`src/rtl/tile_game_ctrl_if.sv`:
```
// Handshake bundle between the tile game sequencer and its neighbours:
// key/start/bottom-row inputs in, shifter pulses and score/status out.
interface tile_game_ctrl_if #(
  parameter int SCORE_W = 10
);
  logic               start;
  logic [3:0]         key;
  logic [2:0]         bottom_lane;
  logic               shift;
  logic               rows_clear;
  logic [SCORE_W-1:0] score;
  logic [3:0]         level;
  logic               playing;
  logic               game_over;

  modport master (
    output start, key, bottom_lane,
    input  shift, rows_clear, score, level, playing, game_over
  );

  modport slave (
    input  start, key, bottom_lane,
    output shift, rows_clear, score, level, playing, game_over
  );
endinterface

```
`src/rtl/tile_game_ctrl.sv`:
```
// Game sequencer for the 7-row tile shifter: shift/clear pulse generation,
// lane-key judging against the bottom row, score, speed level and game-over.
module tile_game_ctrl #(
  parameter int TICK_INIT   = 25000000,
  parameter int TICK_STEP   = 2000000,
  parameter int TICK_MIN    = 5000000,
  parameter int LEVEL_EVERY = 10,
  parameter int SCORE_W     = 10
) (
  input  logic              clk,
  input  logic              resetn,
  tile_game_ctrl_if.slave   bus
);
  localparam int CNT_W = $clog2(TICK_INIT + 1);
  localparam int LC_W  = $clog2(LEVEL_EVERY + 1);
  localparam int unsigned SPAN = (TICK_INIT > TICK_MIN) ? TICK_INIT - TICK_MIN : 0;

  typedef enum logic [1:0] {IDLE, PLAY, OVER} state_t;

  state_t           state;
  logic [3:0]       key_q;
  logic             start_q;
  logic             hit;
  logic [LC_W-1:0]  lvl_cnt;
  logic [CNT_W-1:0] tick;

  logic [3:0]       key_rise;
  logic [3:0]       lane_mask;
  logic             start_rise;
  logic             lane_valid;
  logic             correct;
  logic             wrong;
  logic             expiry;
  logic             miss;
  logic [31:0]      reduction;
  logic [CNT_W-1:0] period;

  // One-hot decode of the bottom tile; codes 0 and 5..7 decode to all-zero.
  for (genvar gi = 0; gi < 4; gi++) begin : g_lane
    assign lane_mask[gi] = (bus.bottom_lane == 3'(gi + 1));
  end

  assign key_rise   = bus.key & ~key_q;
  assign start_rise = bus.start & ~start_q;
  assign lane_valid = |lane_mask;

  // A hit needs exactly the matching lane key to rise, once per tile.
  assign correct = (key_rise != 4'd0) && lane_valid && (key_rise == lane_mask) && !hit;
  assign wrong   = (key_rise != 4'd0) && !correct;
  assign expiry  = (tick == CNT_W'(1));
  assign miss    = expiry && lane_valid && !hit && !correct;

  // Compare before subtracting so a high level never wraps the period.
  assign reduction = 32'(bus.level) * 32'(TICK_STEP);
  assign period    = (reduction >= SPAN) ? CNT_W'(TICK_MIN) : CNT_W'(TICK_INIT - reduction);

  always_ff @(posedge clk or negedge resetn) begin
    if (!resetn) begin
      state          <= IDLE;
      key_q          <= '0;
      start_q        <= 1'b0;
      hit            <= 1'b0;
      lvl_cnt        <= '0;
      tick           <= '0;
      bus.shift      <= 1'b0;
      bus.rows_clear <= 1'b0;
      bus.score      <= '0;
      bus.level      <= '0;
      bus.playing    <= 1'b0;
      bus.game_over  <= 1'b0;
    end else begin
      key_q          <= bus.key;
      start_q        <= bus.start;
      bus.shift      <= 1'b0;
      bus.rows_clear <= 1'b0;
      case (state)
        IDLE, OVER: begin
          if (start_rise) begin
            state          <= PLAY;
            bus.rows_clear <= 1'b1;
            bus.playing    <= 1'b1;
            bus.game_over  <= 1'b0;
            bus.score      <= '0;
            bus.level      <= '0;
            hit            <= 1'b0;
            lvl_cnt        <= '0;
            tick           <= CNT_W'(TICK_INIT);
          end
        end
        PLAY: begin
          if (wrong || miss) begin
            state         <= OVER;
            bus.playing   <= 1'b0;
            bus.game_over <= 1'b1;
          end else begin
            if (correct) begin
              hit <= 1'b1;
              if (~&bus.score) bus.score <= bus.score + 1'b1;
              if (lvl_cnt == LC_W'(LEVEL_EVERY - 1)) begin
                lvl_cnt <= '0;
                if (bus.level != 4'd15) bus.level <= bus.level + 4'd1;
              end else begin
                lvl_cnt <= lvl_cnt + 1'b1;
              end
            end
            // Expiry clears the hit flag after it was judged, opening the next tile.
            if (expiry) begin
              bus.shift <= 1'b1;
              hit       <= 1'b0;
              tick      <= period;
            end else begin
              tick <= tick - 1'b1;
            end
          end
        end
        default: state <= IDLE;
      endcase
    end
  end
endmodule

```
`src/flat_wrapper.sv`:
```
// flat-port wrapper written by rule: the top's interface ports become plain ports
module tile_game_ctrl_flat 
#(
  parameter int TICK_INIT   = 25000000,
  parameter int TICK_STEP   = 2000000,
  parameter int TICK_MIN    = 5000000,
  parameter int LEVEL_EVERY = 10,
  parameter int SCORE_W     = 10
)
  (clk, resetn, bus_start, bus_key, bus_bottom_lane, bus_shift, bus_rows_clear, bus_score, bus_level, bus_playing, bus_game_over);
  tile_game_ctrl_if #(.SCORE_W(SCORE_W)) bus_i ();
  input  logic clk;
  input  logic resetn;
  input wire logic [$bits(bus_i.start)-1:0] bus_start;
  input wire logic [$bits(bus_i.key)-1:0] bus_key;
  input wire logic [$bits(bus_i.bottom_lane)-1:0] bus_bottom_lane;
  output wire logic [$bits(bus_i.shift)-1:0] bus_shift;
  output wire logic [$bits(bus_i.rows_clear)-1:0] bus_rows_clear;
  output wire logic [$bits(bus_i.score)-1:0] bus_score;
  output wire logic [$bits(bus_i.level)-1:0] bus_level;
  output wire logic [$bits(bus_i.playing)-1:0] bus_playing;
  output wire logic [$bits(bus_i.game_over)-1:0] bus_game_over;
  assign bus_i.start = bus_start;
  assign bus_i.key = bus_key;
  assign bus_i.bottom_lane = bus_bottom_lane;
  assign bus_shift = bus_i.shift;
  assign bus_rows_clear = bus_i.rows_clear;
  assign bus_score = bus_i.score;
  assign bus_level = bus_i.level;
  assign bus_playing = bus_i.playing;
  assign bus_game_over = bus_i.game_over;
  tile_game_ctrl #(.TICK_INIT(TICK_INIT), .TICK_STEP(TICK_STEP), .TICK_MIN(TICK_MIN), .LEVEL_EVERY(LEVEL_EVERY), .SCORE_W(SCORE_W)) u_core (.clk(clk), .resetn(resetn), .bus(bus_i));
endmodule
```
`config.mk`:
```
export PLATFORM = sky130hd
export DESIGN_NAME = tile_game_ctrl_flat
export DESIGN_NICKNAME = d
export VERILOG_FILES = /design/src/rtl/tile_game_ctrl_if.sv /design/src/rtl/tile_game_ctrl.sv /design/src/flat_wrapper.sv
export SDC_FILE = /design/constraint.sdc
export NUM_CORES = 1
export LEC_CHECK = 0
export BUFFER_PORTS_ARGS = -buffer_cell sky130_fd_sc_hd__buf_2
export CAP_MARGIN = 20
export CORE_MARGIN = 5
export CORE_UTILIZATION = 66
export DETAILED_ROUTE_END_ITERATION = 12
export PLACE_DENSITY = 0.9
export SLEW_MARGIN = 20
export SYNTH_ARGS = -nofsm -noshare
export SYNTH_HDL_FRONTEND = slang
export SYNTH_SLANG_ARGS = --single-unit
```
`constraint.sdc`:
```
create_clock -name clk -period 6.8 [get_ports clk]
set_input_delay 1.36 -clock clk [delete_from_list [all_inputs] [get_ports clk]]
set_output_delay 1.36 -clock clk [all_outputs]
set_load 0.02 [all_outputs]
```
======== Word level (Yosys, flattened, before mapping) ========
Cells that the tools add are included.
storage, ports and cells
  logic and storage cells ................. 102
  output and inout port bits .............. 18
  bits of input ports ..................... 10
  register bits after elaboration ......... 55
cells by class
  multiply operators ...................... 1
  equality and inequality tests ........... 18
  multiplexer cells ....................... 38
  reduce and logical (&&, ||, !) cells .... 23
  $lt $le $gt $ge ......................... 1
  bitwise operators ....................... 4
  add/subtract/negate cells ............... 5
operators by type and width
  operator                  number
  $mux W25                  4
  $pmux W25 S2              1
  $mux W10                  4
  $mux W4                   8
  $eq A25 B1 Y1 const B     1
  $ge A25 B25 Y1 const B    1
  $sub A25 B1 Y25 const B   1
  $sub A25 B25 Y25 const A  1
  $pmux W10 S2              1
  $mul A4 B14 Y18 const B   1
  $pmux W4 S2               2
  $mux W1                   12
  $add A10 B1 Y10 const B   1
  $ne A2 B1 Y1 const B      5
  $reduce_and A10 Y1        1
  $add A4 B1 Y4 const B     2
  $reduce_and A4 Y1         2
  $logic_and A1 B1 Y1       7
  $eq A3 B2 Y1 const B      2
  $pmux W1 S2               3
  $reduce_and A3 Y1         2
  $reduce_and A6 Y1         1
  $reduce_and A5 Y1         1
  $and A4 B4 Y4             1
  other kinds (22)          25

======== Longest topological paths before layout ========
Gate-level depths: netlist of run 1.
  depth after elaboration ................. 11
  gate-level depth with buffers ........... 14
  mapped depth without buffers ............ 13

======== Worst setup path after synthesis of run 1 ========
OpenSTA, ideal clock, no wires.
  path kind ............................... reg-to-reg
  from .................................... register u_core.bus.level[1]
  to ...................................... register u_core.tick[14]
  data required time ...................... 6.680 ns
  library setup time ...................... 0.120 ns
  path slack .............................. 2.472 ns
  stages on the path, launching flop included .. 14
  clock period less this slack ............ 4.328 ns
  data arrival time ....................... 4.208 ns
  buffers on the path ..................... 1
  cells stage by stage .................... dfrtp_1 clkbuf_1 inv_1 ha_1 fa_1 inv_1 fa_1 or4b_2 a21oi_1 and3b_1 or4_1 o21ai_2 nand3_2 o211a_1
between the ends
  longest elaborated chain between the ends .. 6
  elaborated cells on any way between the ends .. 7
  classes of those cells .................. 1 x add/sub; 1 x mul; 1 x order compare; 4 x mux
ends and longest elaborated chain
  what                                                RTL line                 text
  start: declaration                                  tile_game_ctrl_if.sv:23  output shift, rows_clear, score, level, playing, game_over
  start signal: assignment                            tile_game_ctrl.sv:101    if (bus.level != 4'd15) bus.level <= bus.level + 4'd1;
  $mul A4 B14 Y18 (*)                                 tile_game_ctrl.sv:54     assign reduction = 32'(bus.level) * 32'(TICK_STEP);
  $sub A25 B25 Y25 or $ge A25 B25 Y1 (tied branches)  tile_game_ctrl.sv:55     assign period = (reduction >= SPAN) ? CNT_W'(TICK_MIN) : CNT_W'(TICK_INIT - reduction);
  $mux W25 (*)                                        tile_game_ctrl.sv:55
  $mux W25 (*)                                        tile_game_ctrl.sv:107    if (expiry) begin
  $mux W25 (*)                                        tile_game_ctrl.sv:91     if (wrong || miss) begin
  $pmux W25 S2 (*)                                    tile_game_ctrl.sv:76     case (state)
  end signal: assignment                              tile_game_ctrl.sv:87     tick <= CNT_W'(TICK_INIT);
  end signal: assignment                              tile_game_ctrl.sv:110    tick <= period;
  end signal: assignment                              tile_game_ctrl.sv:112    tick <= tick - 1'b1;
  end: declaration                                    tile_game_ctrl.sv:25     logic [CNT_W-1:0] tick;
Mark *: on every way between the ends. The rest lies on a longest branch, timed or not. The select of a mux whose other input is x is not followed.
A chain may end at the register's enable or synchronous reset.

======== Final worst setup path of run 1 ========
Same ends and word-level chain as after synthesis.

==> summary.md, run 1 <==
| Metric | Value |
|---|---|
| DRT antenna net count | `0` |
| Critical Path AT | `4.78 ns` |
| Resize count post-CTS | `0` |
| Routed length on met1 | `3877 um` |
| Synth Instances | `457` |
| DRC viols | `0` |
| Max rail drop VDD | `156.9 uV` |
| Final Worst Setup Slack | `2.236 ns` |
| Initial Util | `67.45%` |
| Global route overflow | `0` |
| Boundary Pins | `28` |
| Fmax | `0.2191 GHz` |
| Worst-skew pair later-pin latency | `0.32 ns` |
| Worst Setup EP | `u_core.tick[14]` |
| Post-CTS setup buffer count | `0` |
| PwrDens | `204.8 nW/um^2` |
| Placer Congestion | `0.8519` |
| Top layer in use | `met4` |
| Count of input and output buffers | `27` |
| Crit path kind | `flop to flop` |
| Proportion of layout cells with a drive suffix above 1 | `11.41%` |
| Routed WL | `9534 um` |
| Most frequent cells in the layout | `dfrtp_1 (55), o21ai_0 (43), nor2_1 (39), a21oi_1 (35), nand2_1 (34)` |
| HPWL after detailed placement | `6981 um` |
| CTS sink count | `55` |
| Tmin final | `4.564 ns` |
| Row count | `28` |
| Vias/cell | `6.533` |
| CTS tree | `yes` |
| Measured slew at the worst slew-check pin | `0.9578 ns` |
| Final design utilization | `72.13%` |
| Diode count | `0` |
| Crit path depth | `12` |
| H-tree depth reported by CTS | `2` |
| Worst Hold Class | `flop to flop` |
| R2R depth | `12` |
| Endpoints failing setup | `0` |
| Worst Setup Start Kind | `flop` |
| Vias in the first global route | `3,501` |
| Final Hold Viols | `0` |
| R2R setup slack | `2.24 ns` |
| Num CTS Buffers | `5` |
| Final #Nets | `522` |
| Reg2reg end | `u_core.tick[14]` |
| RSZ-0062 raised after global routing | `no` |
| Mean Syn Cell Area | `8.687 um^2` |
| Crit share post-route | `67.11%` |
| Slew Limit Fails | `0` |
| Clock Path Buffers | `2` |
| Via Count | `3,639` |
| Status | `finished, final reports clean` |
| Max-cap violations | `0` |
| CP Launch Point | `u_core.bus.level[1]` |
| CTS root buf | `clkbuf_8` |
| Number of fill cells in the layout | `469` |
| Global-route wire length before repair | `16,050 um` |
| CP max stage cell | `dfrtp_1` |
| Leak | `1.886 nW` |
| Largest net degree at the start of global routing | `56` |
| R2r startpoint | `u_core.bus.level[1]` |
| Crit end category | `flop` |
| Register area share after synthesis | `34.67%` |
| Setup WS pre-CTS | `2.353 ns` |
| Slew margin rel. | `36.01%` |
| Worst Skew | `0.01055 ns` |
| Die ar. | `7666 um^2` |
| Most common cell after layout, fill and taps aside | `dfrtp_1` |
| Avg WL per Cell | `17.12 um` |
| Core footprint | `5886 um^2` |
| WL met3 | `594 um` |
| Area Growth Syn to Fin | `6.933%` |
| Count of cell types in the netlist | `64` |
| GRT Total Usage | `25.90%` |
| Pre-Repair DR Iteration Count | `7` |
| Synthesized Nets | `498` |
| Setup TNS | `0 ns` |
| FF+latch area | `1376 um^2` |
| Initial antenna violation count | `0` |
| Ys async rst share | `100.0%` |
| Mapped Area | `3970 um^2` |
| Required time of the critical path | `7.01 ns` |
| Met2 WL post-DR | `4878 um` |
| Die width | `87.56 um` |
| CP Cell Sequence | `inv_1 -> ha_1 -> fa_1 -> inv_1 -> fa_1 -> or4b_2 -> a21oi_1 -> and3b_1 -> or4_1 -> o21ai_2 -> nand3_2 -> o211a_1` |
| Worst-path fanout max | `14` |
| Post-synth EDFFs | `0` |
| Die Y | `87.56 um` |
| Top cell family by delay on the critical path | `adder cells` |
| Multi-input logic area | `2462 um^2` |
| Cts hold-fix bufs | `0` |
| Buf+Inv Stages, Crit Path | `2` |
| Syn. warnings | `0` |
| Main synth FF type | `dfrtp_1` |
| Synth Register Bits | `55` |
| Initial DRC count | `371` |
| Max incr delay on CP | `0.66 ns` |
| Clock slew at reported path FFs | `0.11 ns` |
kinds of logic (layout without fill, tap and decap cells):
logic type	count (synthesis)	after routing	synth area share, %
compound gates	129	129	19.86
xor+xnor	28	28	6.177
fa+ha+maj	31	31	10.72
buf+inv	31	56	3.309
flops	55	55	34.67
mux	2	2	0.5043
simple gates	181	181	24.77
stage by stage:
step                      std cells  cell area [um^2]  total power [mW]  hold WS, ns
after floorplan                 457              3970            0.5921       0.4581
after global placement          549              4154            0.6560       0.4669
after detailed placement        549              4154            0.6706       0.4711
after CTS                       557              4245            0.8615       0.4972
after global routing            557              4245            0.9123       0.5234
final                           557              4245            0.8694       0.4935
cell type report:
cell class / count / area share (%)
Inverter: 19 / 1.680
Clock inverter: 3 / 0.5305
Sequential cell: 55 / 32.42
Tap cell: 75 / 2.210
Multi-Input combinational cell: 371 / 58.00
Clock buffer: 5 / 1.621
Timing Repair Buffer: 29 / 3.537
worst min-delay path, stage by stage, from the launching register on:
cell and delay (ns):
dfrtp_1 0.36, nand2_1 0.05, nand2_1 0.06
registers in the layout (all words and copies together) (netlist names):
signal / flops
u_core.bus.shift: 1
u_core.bus.game_over: 1
u_core.lvl_cnt: 4
u_core.state: 2
u_core.bus.playing: 1
u_core.hit: 1
u_core.bus.level: 4
u_core.key_q: 4
u_core.start_q: 1
u_core.bus.score: 10
u_core.tick: 25
u_core.bus.rows_clear: 1
synthesized netlist by cell type (3+ instances only):
master / number / area, um^2
nor3_1: 15 / 75.07
ha_1: 26 / 325.3
a21oi_1: 35 / 175.2
inv_1: 18 / 67.56
clkbuf_1: 7 / 26.28
o31ai_1: 7 / 52.55
dfrtp_1: 55 / 1376
o21ai_0: 43 / 215.2
o21ai_1: 7 / 35.03
fa_1: 5 / 100.1
nand4_1: 8 / 50.05
and2_1: 3 / 18.77
buf_2: 3 / 15.01
xnor2_1: 13 / 113.9
nor2_1: 39 / 146.4
and3_1: 7 / 43.79
or4_1: 4 / 30.03
xor2_1: 15 / 131.4
a21o_1: 6 / 45.04
nand2_1: 34 / 127.6
or2_2: 3 / 18.77
or3_1: 13 / 81.33
o41ai_1: 3 / 26.28
nand2b_1: 11 / 68.82
nand3_1: 17 / 85.08
nor2b_1: 7 / 43.79
metal layers:
| layer | GRT usage [%] | vias up |
|---|---|---|
| met1 | 33.03 | 1750 |
| met3 | 4.516 | 28 |
| met4 | 9.484 | 0 |
| met5 | 0 | - |
| li1 | - | 1710 |
| met2 | 44.18 | 151 |
how the worst min path moves through the flow:
stage / startpoint / endpoint / slack, ns / depth (start not counted)
after floorplan: u_core.lvl_cnt[3] / u_core.lvl_cnt[3] / 0.46 / 2
after global placement: u_core.bus.playing / u_core.bus.playing / 0.47 / 2
after detailed placement: u_core.bus.playing / u_core.bus.playing / 0.47 / 2
after CTS: u_core.bus.playing / u_core.bus.playing / 0.50 / 2
after global routing: u_core.bus.playing / u_core.bus.playing / 0.52 / 2
final: u_core.bus.playing / u_core.bus.playing / 0.49 / 2
power breakdown:
| part | switching [mW] | internal (mW) | total (mW) | leakage [nW] |
|---|---|---|---|---|
| clock | 0.121 | 0.0743 | 0.195 | 0.0485 |
| combinational | 0.183 | 0.102 | 0.285 | 1.16 |
| sequential | 0.0362 | 0.353 | 0.389 | 0.682 |
(Power assumes the default switching activity.)
==> run 2: changes to the inputs <==
CORE_UTILIZATION = 55   (was 66)
PLACE_DENSITY = 0.81   (was 0.9)
clock period = 3.83 ns   (was 6.8 ns; I/O delays follow)
==> run 2 against run 1 <==
Net effect: combinational power is 94% higher; first-iteration DRC count fell by 35%; count of clock-buffer cells in the layout is 1 higher; non-clock buffer count increased by 13; die area increased by 18%; register-to-register slack got worse by 2.2 ns; via count down 0.69%; global-route usage is 4.1 points lower; highest routed layer unchanged.
==> summary.md, run 2 (same netlist as run 1, synthesis figures left out) <==
| Metric | Value |
|---|---|
| Area Growth Syn to Fin | `13.17%` |
| HPWL after detailed placement | `7073 um (+1.3%)` |
| Worst Setup Start Kind | `flop` |
| Via Count | `3,614 (-0.69%)` |
| DRT antenna net count | `0 (unchanged)` |
| Final cell count without fillers | `594 (+6.6%)` |
| Die Y | `94.96 um (+8.5%)` |
| RSZ-0062 raised after global routing | `yes` |
| Leak | `1.976 nW (+4.8%)` |
| Post-CTS setup buffer count | `0 (unchanged)` |
| Pwr Total | `1.648 mW (+90%)` |
| Final Hold Viols | `0 (unchanged)` |
| Fmax | `0.2643 GHz (+21%)` |
| Most common cell after layout, fill and taps aside | `dfrtp_1` |
| Initial antenna violation count | `0 (unchanged)` |
| Core footprint | `7137 um^2 (+21%)` |
| Placer Congestion | `0.8925 (+4.8%)` |
| Crit end category | `flop` |
| Final hold slack | `0.4309 ns (-0.06262 ns)` |
| Boundary Pins | `28 (unchanged)` |
| Crit share post-route | `98.78% (+32 points)` |
| Slew margin rel. | `63.10% (+27 points)` |
| Routed WL | `9732 um (+2.1%)` |
| Max rail drop VDD | `215.3 uV (+37%)` |
| Vias in the first global route | `3,437 (-1.8%)` |
| Global route overflow | `0 (unchanged)` |
| Largest register by flop count | `u_core.tick` |
| Required time of the critical path | `4.04 ns (-2.97 ns)` |
| GRT Total Usage | `21.76% (-4.1 points)` |
| Setup WS pre-CTS | `0.01569 ns (-2.338 ns)` |
| DP Cell Count | `586 (+6.7%)` |
| CTS sink count | `55 (unchanged)` |
| Critical Path AT | `3.99 ns (-0.79 ns)` |
| Proportion of layout cells with a drive suffix above 1 | `16.77% (+5.4 points)` |
| Worst Hold Class | `input port to async pin` |
| Global-route wire length before repair | `15,760 um (-1.8%)` |
| Clock Path Buffers | `2 (unchanged)` |
| Tmin final | `3.783 ns (-0.7806 ns)` |
| Regs by FF count | `u_core.tick (25), u_core.bus.score (10)` |
| Worst-skew pair later-pin latency | `0.31 ns (about the same)` |
| Measured slew at the worst slew-check pin | `0.5395 ns (-0.4183 ns)` |
| Status | `finished, final reports clean` |
| Worst-path fanout max | `4 (-10)` |
| PwrDens | `366.8 nW/um^2 (+79%)` |
| Endpoints failing setup | `0 (unchanged)` |
| Slew Limit Fails | `0 (unchanged)` |
| Pre-Repair DR Iteration Count | `5 (-2)` |
| Most frequent cells in the layout | `dfrtp_1 (52), o21ai_0 (40), nor2_1 (39), a21oi_1 (35), nand2_1 (34)` |
| Final #Nets | `535 (+2.5%)` |
| Max-cap violations | `0 (unchanged)` |
| CTS tree | `yes` |
| Diode count | `0 (unchanged)` |
| Initial DRC count | `242 (-35%)` |
| Die width | `94.96 um (+8.5%)` |
| CTS root buf | `clkbuf_8` |
| R2R setup slack | `0.05 ns (-2.19 ns)` |
| Reg2reg end | `u_core.tick[14]` |
| Setup TNS | `0 ns (unchanged)` |
| Die ar. | `9017 um^2 (+18%)` |
| R2r startpoint | `u_core.bus.level[1]` |
| Crit path kind | `flop to flop` |
| Count of input and output buffers | `27 (unchanged)` |
| H-tree depth reported by CTS | `2 (unchanged)` |
| DRC viols | `0 (unchanged)` |
| Worst Skew | `0.006042 ns (-0.004510 ns)` |
| Clock slew at reported path FFs | `0.10 ns (about the same)` |
| Initial Util | `55.63% (-12 points)` |
| Num CTS Buffers | `5 (unchanged)` |
| Avg WL per Cell | `16.38 um (-4.3%)` |
| Vias/cell | `6.084 (-6.9%)` |
| R2R depth | `12 (unchanged)` |
| Max reg flops | `25 (unchanged)` |
| Largest net degree at the start of global routing | `45 (-20%)` |
| Final Worst Setup Slack | `0.04691 ns (-2.189 ns)` |
| Row count | `31 (+11%)` |
run 2: cell types whose count changed in the layout (fill, tap and decap cells not counted), moves of 2 or more:
cell	before	now
dfrtp_2	0	3
o21ai_1	7	9
o21ai_0	43	40
ha_1	26	23
dfrtp_1	55	52
ha_4	0	2
buf_4	2	15
run 2: how the worst max path moves through the flow:
stage | depth (start not counted) | from | to | slack (ns)
2_1_floorplan | 13 | u_core.bus.level[1] | u_core.tick[14] | -0.02
3_3_place_gp | 12 | u_core.bus.level[1] | u_core.tick[21] | 0.13
3_5_place_dp | 12 | u_core.bus.level[1] | u_core.tick[21] | 0.02
4_1_cts | 12 | u_core.bus.level[1] | u_core.tick[21] | 0.01
5_1_grt | 12 | u_core.bus.level[1] | u_core.tick[14] | -0.03
6_report | 12 | u_core.bus.level[1] | u_core.tick[14] | 0.05
run 2: critical path: stages (launching register included):
cell	delay [ns]
dfrtp_2	0.46
ha_1	0.31
ha_1	0.33
ha_4	0.16
inv_1	0.06
fa_1	0.55
or4b_4	0.45
a21oi_1	0.14
and3b_1	0.21
or4_4	0.55
o21ai_4	0.10
nand3_2	0.13
o211a_1	0.23
run 2: stage by stage:
stage / utilization, % / area (um^2)
final: 62.96 / 4493
after global routing: 62.96 / 4493
after CTS: 62.04 / 4428
after detailed placement: 60.34 / 4307
after global placement: 60.34 / 4307
after floorplan: - / 4005
run 2: cell type report:
class | instances | area (um^2)
Timing Repair Buffer | 42 | 254.0
Clock buffer | 6 | 82.58
Inverter | 19 | 76.32
Sequential cell | 55 | 1380
Clock inverter | 2 | 38.79
Multi-Input combinational cell | 371 | 2537
Tap cell | 99 | 123.9
Fill cell | 601 | 2644
run 2: metal layers:
metal / wire length (um) / global-route usage [%] / part of all wire [%]
met1: 4219 / 28.21 / 43
met2: 4893 / 37.40 / 50
met3: 493 / 3.825 / 5.1
met4: 125 / 5.769 / 1.3
met5: 0 / 0 / 0
run 2: where the power goes:
part	internal, mW	leakage [nW]	switching (mW)
Clock	0.215	0.0618	0.203
Combinational	0.211	1.24	0.341
Sequential	0.627	0.677	0.0505
Total	1.05	1.98	0.594
run 2: repair_timing:
action | in CTS | in global routing
hold buffers | 0 | 0
resized for setup | 0 | 16
setup endpoints to repair | 1 | 15
pin swaps | 1 | 3
